===== src/rtl/serial_cmp_pkg.sv =====
// Shared types and constants for the bit-serial comparator sequencer.
// Build option: EARLY_EXIT_EN (decided-verdict early exit in SHIFT).
package serial_cmp_pkg;

  typedef enum logic [2:0] {
    S_IDLE,
    S_CLEAR,
    S_SHIFT,
    S_SETTLE,
    S_DONE
  } state_t;

  localparam int CLEAR_CYCLES  = 1;
  localparam int SETTLE_CYCLES = 1;

  function automatic int cnt_width(input int width);
    return (width < 2) ? 1 : $clog2(width);
  endfunction

endpackage


===== src/rtl/piso_shift.sv =====
// Parallel-load, MSB-first serial-out shift register.
// Load has priority over shift.
module piso_shift #(
  parameter int WIDTH = 8
) (
  input  logic             clk,
  input  logic             reset,
  input  logic             load,
  input  logic             shift,
  input  logic [WIDTH-1:0] din,
  output logic             sout
);

  logic [WIDTH-1:0] sr;

  always_ff @(posedge clk or negedge reset) begin
    if (!reset) begin
      sr <= '0;
    end else if (load) begin
      sr <= din;
    end else if (shift) begin
      sr <= {sr[WIDTH-2:0], 1'b0};
    end
  end

  assign sout = sr[WIDTH-1];

endmodule


===== src/rtl/serial_compare_ctrl.sv =====
// Sequencer feeding two operands MSB-first into a bit-serial comparator.
// Build option: EARLY_EXIT_EN ends SHIFT as soon as G or L is decided.
module serial_compare_ctrl
  import serial_cmp_pkg::*;
#(
  parameter int WIDTH = 8
) (
  input  logic             clk,
  input  logic             reset,
  input  logic             start_valid,
  output logic             start_ready,
  input  logic [WIDTH-1:0] op_a,
  input  logic [WIDTH-1:0] op_b,
  output logic             cmp_a,
  output logic             cmp_b,
  output logic             cmp_reset,
  input  logic             cmp_g,
  input  logic             cmp_e,
  input  logic             cmp_l,
  output logic             busy,
  output logic             done,
  output logic             res_g,
  output logic             res_e,
  output logic             res_l
);

  localparam int CW = cnt_width(WIDTH);

  state_t          state;
  logic [CW-1:0]   cnt;
  logic            accept;
  logic            sh_en;
  logic            a_bit;
  logic            b_bit;

  assign accept = start_valid && start_ready;
  // Shifting starts on the CLEAR exit edge so the MSB is already out.
  assign sh_en  = (state == S_CLEAR) || (state == S_SHIFT);

  piso_shift #(.WIDTH(WIDTH)) u_sh_a (
    .clk   (clk),
    .reset (reset),
    .load  (accept),
    .shift (sh_en),
    .din   (op_a),
    .sout  (a_bit)
  );

  piso_shift #(.WIDTH(WIDTH)) u_sh_b (
    .clk   (clk),
    .reset (reset),
    .load  (accept),
    .shift (sh_en),
    .din   (op_b),
    .sout  (b_bit)
  );

  always_ff @(posedge clk or negedge reset) begin
    if (!reset) begin
      state       <= S_IDLE;
      cnt         <= '0;
      cmp_a       <= 1'b0;
      cmp_b       <= 1'b0;
      cmp_reset   <= 1'b1;
      start_ready <= 1'b1;
      busy        <= 1'b0;
      done        <= 1'b0;
      res_g       <= 1'b0;
      res_e       <= 1'b0;
      res_l       <= 1'b0;
    end else begin
      done  <= 1'b0;
      cmp_a <= 1'b0;
      cmp_b <= 1'b0;
      unique case (state)
        S_IDLE: begin
          if (start_valid) begin
            state       <= S_CLEAR;
            cnt         <= CW'(WIDTH - 1);
            start_ready <= 1'b0;
            busy        <= 1'b1;
            cmp_reset   <= 1'b1;
          end
        end
        S_CLEAR: begin
          state     <= S_SHIFT;
          cmp_reset <= 1'b0;
          cmp_a     <= a_bit;
          cmp_b     <= b_bit;
        end
        S_SHIFT: begin
`ifdef EARLY_EXIT_EN
          if (cmp_g || cmp_l) begin
            state <= S_DONE;
            done  <= 1'b1;
            res_g <= cmp_g;
            res_e <= cmp_e;
            res_l <= cmp_l;
          end else if (cnt == '0) begin
            state <= S_SETTLE;
          end else begin
            cnt   <= cnt - 1'b1;
            cmp_a <= a_bit;
            cmp_b <= b_bit;
          end
`else
          if (cnt == '0) begin
            state <= S_SETTLE;
          end else begin
            cnt   <= cnt - 1'b1;
            cmp_a <= a_bit;
            cmp_b <= b_bit;
          end
`endif
        end
        S_SETTLE: begin
          state <= S_DONE;
          done  <= 1'b1;
          res_g <= cmp_g;
          res_e <= cmp_e;
          res_l <= cmp_l;
        end
        S_DONE: begin
          state       <= S_IDLE;
          start_ready <= 1'b1;
          busy        <= 1'b0;
          cmp_reset   <= 1'b1;
        end
        default: begin
          state <= S_IDLE;
        end
      endcase
    end
  end

endmodule


===== config.mk =====
export PLATFORM = sky130hd
export DESIGN_NAME = serial_compare_ctrl
export DESIGN_NICKNAME = d
export VERILOG_FILES = /design/src/rtl/serial_cmp_pkg.sv /design/src/rtl/piso_shift.sv /design/src/rtl/serial_compare_ctrl.sv
export SDC_FILE = /design/constraint.sdc
export NUM_CORES = 1
export LEC_CHECK = 0
export ABC_AREA = 1
export BUFFER_PORTS_ARGS = -buffer_cell sky130_fd_sc_hd__clkbuf_2
export CAP_MARGIN = 15
export CORE_MARGIN = 4
export CORE_UTILIZATION = 57
export CTS_CLUSTER_SIZE = 14
export DETAILED_ROUTE_END_ITERATION = 10
export PLACE_DENSITY_LB_ADDON = 0.1
export SETUP_SLACK_MARGIN = 0.5
export SYNTH_ARGS = -nofsm -noshare
export SYNTH_HDL_FRONTEND = slang
export SYNTH_HIERARCHICAL = 1
export SYNTH_SLANG_ARGS = --single-unit

===== constraint.sdc =====
create_clock -name clk -period 2.9 [get_ports clk]
set_input_delay 0.29 -clock clk [delete_from_list [all_inputs] [get_ports clk]]
set_output_delay 0.29 -clock clk [all_outputs]
set_load 0.005 [all_outputs]

==> tab_implementation.tex, run 1 <==
\begin{tabular}{lr}
\hline
Metric & Value \\
\hline
\multicolumn{2}{l}{\textbf{Global routing}} \\
\quad Overall overflow remaining after global route & 0 \\
\quad Number of global-route vias before repair & 1060 \\
\quad Pin count of the biggest net entering global routing & 32 \\
\quad Initial antenna violation count & 0 \\
\quad Global-route wire length before repair & 4.54 mm \\
\quad Gr usage total & 0.176 \\
\multicolumn{2}{l}{\textbf{Layout}} \\
\quad Post-synthesis to final-layout area growth & 14.6\% \\
\quad Ant diodes & 0 \\
\quad Fraction of layout cells with a size suffix above 1 & 0.284 \\
\quad Layout net count & 217 \\
\multicolumn{2}{l}{\textbf{STA}} \\
\quad Max Clock Skew & 3.18 ps \\
\quad Total of endpoints with negative setup slack in the final report & 0 \\
\quad Final setup TNS & 0 ps \\
\quad Worst max-slew margin expressed relative to the limit & 0.440 \\
\quad Clock period minus final worst setup slack & 1720 ps \\
\quad Final clock period utilization by the worst path & 0.592 \\
\quad Unrepaired setup endpoints after global routing & false \\
\quad Timing-limited maximum frequency & 0.583 GHz \\
\quad Transition time at the pin with the least slew margin & 839 ps \\
\quad Number of slew-limit violations in the final report & 0 \\
\quad Final count of hold timing violations & 0 \\
\multicolumn{2}{l}{\textbf{Synthesis}} \\
\quad Number of distinct standard cells referenced by the synthesized netlist & 17 \\
\quad Area fraction in and, or, nand and nor cells after synthesis & 0.346 \\
\quad Post-Syn Area & 1430 sq um \\
\quad Fraction of synthesized area in multiplexers & 0 \\
\quad Number of synthesized register bits & 31 \\
\quad Fraction of post-synthesis cell area in the top cell type by area & 0.509 \\
\quad Parity-gate share of the synthesized area counting xor and xnor cells & 0 \\
\quad Compound-cell area share of the yosys netlist & 0.0298 \\
\quad Register area share after synthesis & 0.546 \\
\quad Post-Synthesis Mean Instance Area & 8.97 sq um \\
\quad Largest cells by area after synthesis & sky130\_fd\_sc\_hd\_\_dfrtp\_1 51\%, sky130\_fd\_sc\_hd\_\_nand2\_1 16\%, sky130\_fd\_sc\_hd\_\_nand3\_1 11\% \\
\quad Post-synthesis net count & 183 \\
\quad Number of instances in the synthesized netlist & 159 \\
\quad Combinational family with the most area after synthesis & simple AND/OR/NAND/NOR gates \\
\quad Synthesized-area fraction occupied by adder cells & 0.0175 \\
\quad Post-synthesis cell type with the largest combined area & sky130\_fd\_sc\_hd\_\_dfrtp\_1 \\
\quad Synthesis warning total & 6 \\
\multicolumn{2}{l}{\textbf{Setup path}} \\
\quad Setup crit start & start\_ready \\
\quad Worst Setup End Kind & flop \\
\quad R2R cell count & 5 \\
\quad CP Capture Point & u\_sh\_b/sr[4] \\
\quad Crit-path max FO & 20 \\
\quad CP Data Required Time & 3110 ps \\
\quad Critical path launch point type & flop \\
\quad Worst r2r dst & u\_sh\_b/sr[4] \\
\quad Critical path data arrival time & 1920 ps \\
\quad Path type of the worst setup path & flop to flop \\
\quad Worst R2R Setup Slack & 1180 ps \\
\quad Startpoint of the lowest-slack register-to-register path & start\_ready \\
\multicolumn{2}{l}{\textbf{Clock tree}} \\
\quad Number of H-tree branching levels & 2 \\
\quad CTS tree & done \\
\quad Clock insertion delay at the later pin of the skew report & 320 ps \\
\quad Clock root buffer & sky130\_fd\_sc\_hd\_\_clkbuf\_4 \\
\quad Num Clock Sinks & 31 \\
\quad Resize count post-CTS & 0 \\
\quad Clock slew seen by the registers of the worst setup and hold paths & 100 ps \\
\quad Number of buffers between clock root and the deepest sink & 2 \\
\quad Post CTS Setup Buffer Count & 0 \\
\quad Number of hold buffers added after cts & 0 \\
\quad Inserted Clock Buffers & 5 \\
\multicolumn{2}{l}{\textbf{Die}} \\
\quad Std-Cell Core Area & 2300 sq um \\
\quad DIE AREA & 3370 sq um \\
\quad Die outline height & 58.0 um \\
\quad Top Ports & 31 \\
\quad Die span in x & 58.0 um \\
\quad Number of core rows & 17 \\
\quad Initial core utilization & 0.621 \\
\multicolumn{2}{l}{\textbf{Placement}} \\
\quad Port Buffer Count & 30 \\
\quad Placer's final routability congestion estimate & 0.774 \\
\quad Detailed Place HPWL & 1.92 mm \\
\multicolumn{2}{l}{\textbf{Routing}} \\
\quad Pre-antenna DRT Iters & 4 \\
\quad Routed wire per std cell & 11.7 um \\
\quad Routed via count divided by cell count & 5.17 \\
\quad Number of antenna-violating nets in the routed design & 0 \\
\quad First DRT Iteration DRCs & 55 \\
\quad Wirelength, routed & 2.60 mm \\
\quad DRC & 0 \\
\quad Vias & 1148 \\
\multicolumn{2}{l}{\textbf{Flow run}} \\
\quad Max\_cap viols & 0 \\
\multicolumn{2}{l}{\textbf{Hold path}} \\
\quad Type of the tightest min-delay check & primary input to asynchronous set/reset pin \\
\multicolumn{2}{l}{\textbf{Run status}} \\
\quad Result of the run & complete, no violations \\
\multicolumn{2}{l}{\textbf{Power and ir drop}} \\
\quad Leak & 0.895 nW \\
\quad Total Power Consumption & 1.77 mW \\
\quad Worst supply voltage drop on vdd & 0.786 mV \\
\quad Power Dens Cells & 1080 nW/um\^{}2 \\
\hline
\end{tabular}
==> state kept, by name, indices dropped and copies added, names as in the netlist <==
name         count
res_l            1
cnt              3
cmp_reset        1
cmp_a            1
state            3
busy             1
res_g            1
res_e            1
u_sh_b/sr        8
cmp_b            1
done             1
start_ready      1
u_sh_a/sr        8
==> power breakdown <==
| group | internal [mW] | switching, mW | total [mW] |
|---|---|---|---|
| clock network | 0.0900 | 0.145 | 0.235 |
| registers | 0.632 | 0.116 | 0.748 |
| logic | 0.299 | 0.485 | 0.784 |
| total | 1.02 | 0.746 | 1.77 |
==> area by class of cell <==
| class | count | area (sq um) |
|---|---|---|
| flip-flops and latches | 31 | 778 |
| multi-input cells | 111 | 562 |
| clock buffers | 5 | 37.5 |
| inverters | 13 | 48.8 |
| clock inverters | 3 | 15.0 |
| repair buffers | 31 | 158 |
| well taps | 28 | 35.0 |
| fillers | 193 | 663 |
==> metrics by stage <==
step | hold WS [ps] | util | setup slack, ps | instances | instance area [sq um]
floorplan | -5.59 | - | 1630 | 159 | 1430
global placement | 385 | 0.688 | 1250 | 214 | 1580
detailed placement | 395 | 0.688 | 1210 | 214 | 1580
CTS | 27.0 | 0.711 | 1170 | 222 | 1630
global route | 49.8 | 0.711 | 1040 | 222 | 1630
finish | 12.2 | 0.711 | 1180 | 222 | 1630
==> logic make-up (layout without fill, tap and decap cells) <==
logic type / count (synthesis) / count (layout)
simple gates: 102 / 102
flops: 31 / 31
compound gates: 7 / 7
buf+inv: 17 / 52
fa+ha+maj: 2 / 2
==> layout by cell type (no fill, tap or decap) <==
| master | Yosys | routed |
|---|---|---|
| sky130_fd_sc_hd__nor2_1 | 2 | 2 |
| sky130_fd_sc_hd__ha_1 | 2 | 2 |
| sky130_fd_sc_hd__clkbuf_4 | 0 | 5 |
| sky130_fd_sc_hd__inv_2 | 4 | 4 |
| sky130_fd_sc_hd__nor2_2 | 1 | 1 |
| sky130_fd_sc_hd__clkinv_2 | 0 | 3 |
| sky130_fd_sc_hd__o21ai_0 | 4 | 3 |
| sky130_fd_sc_hd__buf_4 | 2 | 1 |
| sky130_fd_sc_hd__dfstp_2 | 2 | 2 |
| sky130_fd_sc_hd__nor2_4 | 1 | 1 |
| sky130_fd_sc_hd__a21boi_1 | 3 | 3 |
| sky130_fd_sc_hd__nor2_8 | 2 | 2 |
| sky130_fd_sc_hd__clkbuf_2 | 0 | 30 |
| sky130_fd_sc_hd__nand2_2 | 2 | 2 |
| sky130_fd_sc_hd__nand3_1 | 31 | 31 |
| sky130_fd_sc_hd__dfrtp_1 | 29 | 29 |
| sky130_fd_sc_hd__o21ai_1 | 0 | 1 |
| sky130_fd_sc_hd__nand3_2 | 4 | 4 |
| sky130_fd_sc_hd__inv_1 | 9 | 9 |
| sky130_fd_sc_hd__nand2_1 | 59 | 59 |
==> Yosys cell counts <==
library cell and number:
sky130_fd_sc_hd__dfstp_2 2, sky130_fd_sc_hd__o21ai_0 4, sky130_fd_sc_hd__nand3_1 31, sky130_fd_sc_hd__a21boi_1 3, sky130_fd_sc_hd__nor2_8 2, sky130_fd_sc_hd__buf_4 2, sky130_fd_sc_hd__inv_2 4, sky130_fd_sc_hd__dfrtp_1 29
sky130_fd_sc_hd__nor2_1 2, sky130_fd_sc_hd__nand2_2 2, sky130_fd_sc_hd__nand2_1 59, sky130_fd_sc_hd__inv_1 9, sky130_fd_sc_hd__nor2_4 1, sky130_fd_sc_hd__ha_1 2, sky130_fd_sc_hd__nand3_2 4, sky130_fd_sc_hd__nor2_2 1
sky130_fd_sc_hd__buf_6 2
==> metal layers <==
metal | GRT usage | vias up | wire [um]
li1 | - | 584 | -
met1 | 0.225 | 524 | 1200
met2 | 0.281 | 34 | 1200
met3 | 0.0601 | 6 | 155
met4 | 0.0596 | 0 | 42
met5 | 0 | - | 0
==> worst min path at each step <==
stage                     startpoint  endpoint  slack, ps  cells after the start
final                          reset    cnt[2]         10                      1
after global routing           reset      done         50                      1
after CTS                      reset  state[2]         30                      1
after detailed placement       reset    cnt[2]        390                      1
after global placement         reset    cnt[2]        390                      1
after floorplan                reset      busy         -6                      0
==> critical path: stages, from the launching register on <==
cell and delay, ps:
sky130_fd_sc_hd__dfstp_2 550, sky130_fd_sc_hd__nand2_1 50, sky130_fd_sc_hd__inv_1 610, sky130_fd_sc_hd__inv_2 180, sky130_fd_sc_hd__nand3_1 120, sky130_fd_sc_hd__nand3_1 80
(Power assumes the default switching activity.)
==> run 2, diff against run 1 <==
--- a/config.mk
+++ b/config.mk
@@ -5,11 +5,11 @@
 export SDC_FILE = /design/constraint.sdc
 export NUM_CORES = 1
 export LEC_CHECK = 0
-export ABC_AREA = 1
+export ABC_AREA = 0
 export BUFFER_PORTS_ARGS = -buffer_cell sky130_fd_sc_hd__clkbuf_2
 export CAP_MARGIN = 15
 export CORE_MARGIN = 4
-export CORE_UTILIZATION = 57
+export CORE_UTILIZATION = 52
 export CTS_CLUSTER_SIZE = 14
 export DETAILED_ROUTE_END_ITERATION = 10
 export PLACE_DENSITY_LB_ADDON = 0.1
==> constraint.sdc (replaced) <==
create_clock -name clk -period 1.6 [get_ports clk]
set_input_delay 0.16 -clock clk [delete_from_list [all_inputs] [get_ports clk]]
set_output_delay 0.16 -clock clk [all_outputs]
set_load 0.005 [all_outputs]
==> tab_implementation.tex, run 2 <==
\begin{tabular}{lr}
\hline
Metric & Value \\
\hline
\multicolumn{2}{l}{\textbf{Synthesis}} \\
\quad Number of synthesized register bits & 31 (unchanged) \\
\quad Ranking of synthesized cells by instance count & 29 x sky130\_fd\_sc\_hd\_\_dfrtp\_1, 18 x sky130\_fd\_sc\_hd\_\_nand2\_1, 15 x sky130\_fd\_sc\_hd\_\_mux2i\_1 \\
\quad Compound-cell area share of the yosys netlist & 0.122 (+0.0926) \\
\quad Number of instances in the synthesized netlist & 125 (-21\%) \\
\quad Post-synthesis net count & 149 (-19\%) \\
\quad Post-synthesis cell type with the largest combined area & sky130\_fd\_sc\_hd\_\_dfrtp\_1 \\
\quad Largest cells by area after synthesis & sky130\_fd\_sc\_hd\_\_dfrtp\_1 51\%, sky130\_fd\_sc\_hd\_\_mux2i\_1 11\%, sky130\_fd\_sc\_hd\_\_o21ai\_1 5.0\% \\
\quad Combinational family with the most area after synthesis & multiplexers \\
\quad Post-Synthesis Mean Instance Area & 11.3 sq um (+26\%) \\
\quad Post-Syn Area & 1410 sq um (-1.1\%) \\
\quad Number of flops mapped to enable cells by yosys & 0 (unchanged) \\
\quad Parity-gate share of the synthesized area counting xor and xnor cells & 0 (unchanged) \\
\quad Proportion of synthesized flip-flops having asynchronous set or reset & 1.00 (unchanged) \\
\quad Most frequent cell after synthesis & sky130\_fd\_sc\_hd\_\_dfrtp\_1 \\
\quad Prevailing post-synth register cell & sky130\_fd\_sc\_hd\_\_dfrtp\_1 \\
\quad Fraction of synthesized area in multiplexers & 0.138 (+0.138) \\
\quad Synthesized-area fraction occupied by adder cells & 0.0177 (+0.000202) \\
\quad Fraction of post-synthesis cell area in the top cell type by area & 0.515 (+0.00587) \\
\quad Synthesis warning total & 6 (unchanged) \\
\quad Area fraction in and, or, nand and nor cells after synthesis & 0.113 (-0.234) \\
\quad Register area share after synthesis & 0.552 (+0.00629) \\
\quad Number of distinct standard cells referenced by the synthesized netlist & 24 (+7) \\
\multicolumn{2}{l}{\textbf{Layout}} \\
\quad Post-synthesis to final-layout area growth & 41.9\% \\
\quad Footprint of the multi-input gates & 663 sq um (+18\%) \\
\quad Fraction of layout cells with a size suffix above 1 & 0.478 (+0.194) \\
\quad Layout net count & 203 (-6.5\%) \\
\quad \# fillers & 154 (-20\%) \\
\quad Area taken by flip-flops and latches & 781 sq um (+0.32\%) \\
\quad Registers with the most flip-flops & u\_sh\_a/sr: 8 flops, u\_sh\_b/sr: 8 flops \\
\quad Ant diodes & 0 (unchanged) \\
\quad Leading cell types in the layout, fill and taps excluded & 27 x sky130\_fd\_sc\_hd\_\_dfrtp\_1, 27 x sky130\_fd\_sc\_hd\_\_clkbuf\_2, 17 x sky130\_fd\_sc\_hd\_\_nand2\_1 \\
\multicolumn{2}{l}{\textbf{Power and ir drop}} \\
\quad Leak & 0.970 nW (+8.5\%) \\
\quad Power Dens Cells & 2090 nW/um\^{}2 (+93\%) \\
\quad Total Power Consumption & 4.17 mW (+140\%) \\
\quad Worst supply voltage drop on vdd & 1.50 mV (+90\%) \\
\multicolumn{2}{l}{\textbf{Global routing}} \\
\quad Overall overflow remaining after global route & 0 (unchanged) \\
\quad Pin count of the biggest net entering global routing & 32 (unchanged) \\
\quad Number of global-route vias before repair & 1143 (+7.8\%) \\
\quad Gr usage total & 0.187 (+0.0101) \\
\quad Initial antenna violation count & 0 (unchanged) \\
\quad Global-route wire length before repair & 4.99 mm (+9.9\%) \\
\multicolumn{2}{l}{\textbf{Setup path}} \\
\quad Worst Setup End Kind & flop \\
\quad Worst R2R Setup Slack & 50 ps (-1140 ps) \\
\quad Crit-path max FO & 6 (-70\%) \\
\quad CP max stage cell & sky130\_fd\_sc\_hd\_\_dfrtp\_1 \\
\quad CP Data Required Time & 1800 ps (-1310 ps) \\
\quad Critical path, cell by cell & inv\_2 > ha\_4 > ha\_4 > nor4b\_1 > a21o\_1 > a2bb2oi\_1 \\
\quad Path type of the worst setup path & flop to flop \\
\quad CP most frequent cell & sky130\_fd\_sc\_hd\_\_ha\_4 \\
\quad Critical path launch point type & flop \\
\quad Critical path data arrival time & 1750 ps (-170 ps) \\
\quad Slowest Stage Delay on Critical Path & 390 ps (-220 ps) \\
\multicolumn{2}{l}{\textbf{Hold path}} \\
\quad Type of the tightest min-delay check & primary input to flop \\
\multicolumn{2}{l}{\textbf{Clock tree}} \\
\quad Number of H-tree branching levels & 2 (unchanged) \\
\quad Number of buffers between clock root and the deepest sink & 2 (unchanged) \\
\quad Num Clock Sinks & 31 (unchanged) \\
\quad Inserted Clock Buffers & 5 (unchanged) \\
\quad Clock slew seen by the registers of the worst setup and hold paths & 100 ps (about the same) \\
\quad Clock root buffer & sky130\_fd\_sc\_hd\_\_clkbuf\_4 \\
\quad Clock insertion delay at the later pin of the skew report & 310 ps (about the same) \\
\quad CTS tree & done \\
\multicolumn{2}{l}{\textbf{Die}} \\
\quad Number of core rows & 18 (+1) \\
\quad Die outline height & 60.1 um (+3.5\%) \\
\quad DIE AREA & 3610 sq um (+7.2\%) \\
\quad Die span in x & 60.1 um (+3.5\%) \\
\quad Top Ports & 31 (unchanged) \\
\quad Std-Cell Core Area & 2520 sq um (+9.8\%) \\
\quad Initial core utilization & 0.559 (-0.0619) \\
\multicolumn{2}{l}{\textbf{Placement}} \\
\quad Placer's final routability congestion estimate & 0.733 (-5.3\%) \\
\quad Detailed Place HPWL & 1.89 mm (-1.7\%) \\
\quad Port Buffer Count & 30 (unchanged) \\
\multicolumn{2}{l}{\textbf{STA}} \\
\quad Final count of hold timing violations & 0 (unchanged) \\
\quad Unrepaired setup endpoints after global routing & true \\
\quad Final clock period utilization by the worst path & 0.969 (+0.378) \\
\quad Clock period minus final worst setup slack & 1550 ps (-165 ps) \\
\quad Transition time at the pin with the least slew margin & 659 ps (-180 ps) \\
\quad Timing-limited maximum frequency & 0.645 GHz (+11\%) \\
\quad Worst max-slew margin expressed relative to the limit & 0.560 (+0.121) \\
\quad Final setup TNS & 0 ps (unchanged) \\
\quad Total of endpoints with negative setup slack in the final report & 0 (unchanged) \\
\quad Number of slew-limit violations in the final report & 0 (unchanged) \\
\quad Max Clock Skew & 4.99 ps (+1.81 ps) \\
\multicolumn{2}{l}{\textbf{Routing}} \\
\quad Routed via count divided by cell count & 5.36 (+3.7\%) \\
\quad Pre-antenna DRT Iters & 6 (+2) \\
\quad First DRT Iteration DRCs & 49 (-11\%) \\
\quad Wirelength, routed & 3.38 mm (+30\%) \\
\quad DRC & 0 (unchanged) \\
\quad Routed wire per std cell & 16.1 um (+38\%) \\
\quad Vias & 1126 (-1.9\%) \\
\quad Number of antenna-violating nets in the routed design & 0 (unchanged) \\
\multicolumn{2}{l}{\textbf{Flow run}} \\
\quad Max\_cap viols & 0 (unchanged) \\
\multicolumn{2}{l}{\textbf{Run status}} \\
\quad Result of the run & complete, no violations \\
\hline
\end{tabular}
==> run 2: report_power, final <==
group	internal [mW]	switching, mW	total, mW
logic	1.27	0.911	2.18
registers	1.14	0.229	1.36
clock network	0.369	0.261	0.631
==> run 2: final timing paths <==
path | start | to | depth (start not counted)
hold reg to reg | u_sh_b/sr[7] | cmp_b | 1
min in group asynchronous | reset | cnt[2] | 2
hold / removal | op_a[0] | u_sh_a/sr[0] | 3
setup / recovery | cnt[1] | cnt[1] | 6
max in group asynchronous | reset | state[2] | 2
setup reg to reg | cnt[1] | cnt[1] | 6
==> run 2: cell families after synthesis <==
family / Yosys count
compound gates: 29
fa+ha+maj: 2
buf+inv: 10
flops: 31
mux: 19
simple gates: 34
==> run 2: layout make-up <==
| type | instances | area share |
|---|---|---|
| multi-input combinational | 84 | 0.331 |
| sequential | 31 | 0.390 |
| clock inverter | 2 | 0.0175 |
| inverter | 3 | 0.00563 |
| timing repair buffer | 54 | 0.211 |
| tap | 30 | 0.0188 |
| clock buffer | 6 | 0.0256 |
==> run 2: metal layers <==
layer  global-route usage  up-vias  wire length (um)
met2                0.301       45              1660
met4               0.0380        0                37
met5                    0        -                 0
met3               0.0648        4               222
li1                     -      540                 -
met1                0.244      537              1460
==> run 2: worst max-delay path: cells and delay by family, from the launching register on <==
family | cells | cell delay [ps]
compound gates | 2 | 250
buf+inv | 1 | 70
flops | 1 | 390
fa+ha+maj | 2 | 340
simple gates | 1 | 390
==> run 2: metrics by stage <==
stage	std cells	worst slack, ps	util	cell area (sq um)	hold slack, ps
CTS	203	172	0.748	1890	40.5
finish	210	49.4	0.793	2000	54.4
global route	210	3.03	0.793	2000	28.1
floorplan	125	216	-	1450	-136
detailed placement	183	128	0.641	1620	257
global placement	183	181	0.641	1620	258
==> run 2: what timing repair did <==
item / 4_1_cts / 5_1_grt
setup endpoints to repair: 30 / 31
gates cloned: 2 / 0
hold endpoints to repair: 29 / 0
buffers inserted: 9 / 7
pin swaps: 4 / 7
gates resized for setup: 20 / 16
hold buffers: 1 / 0
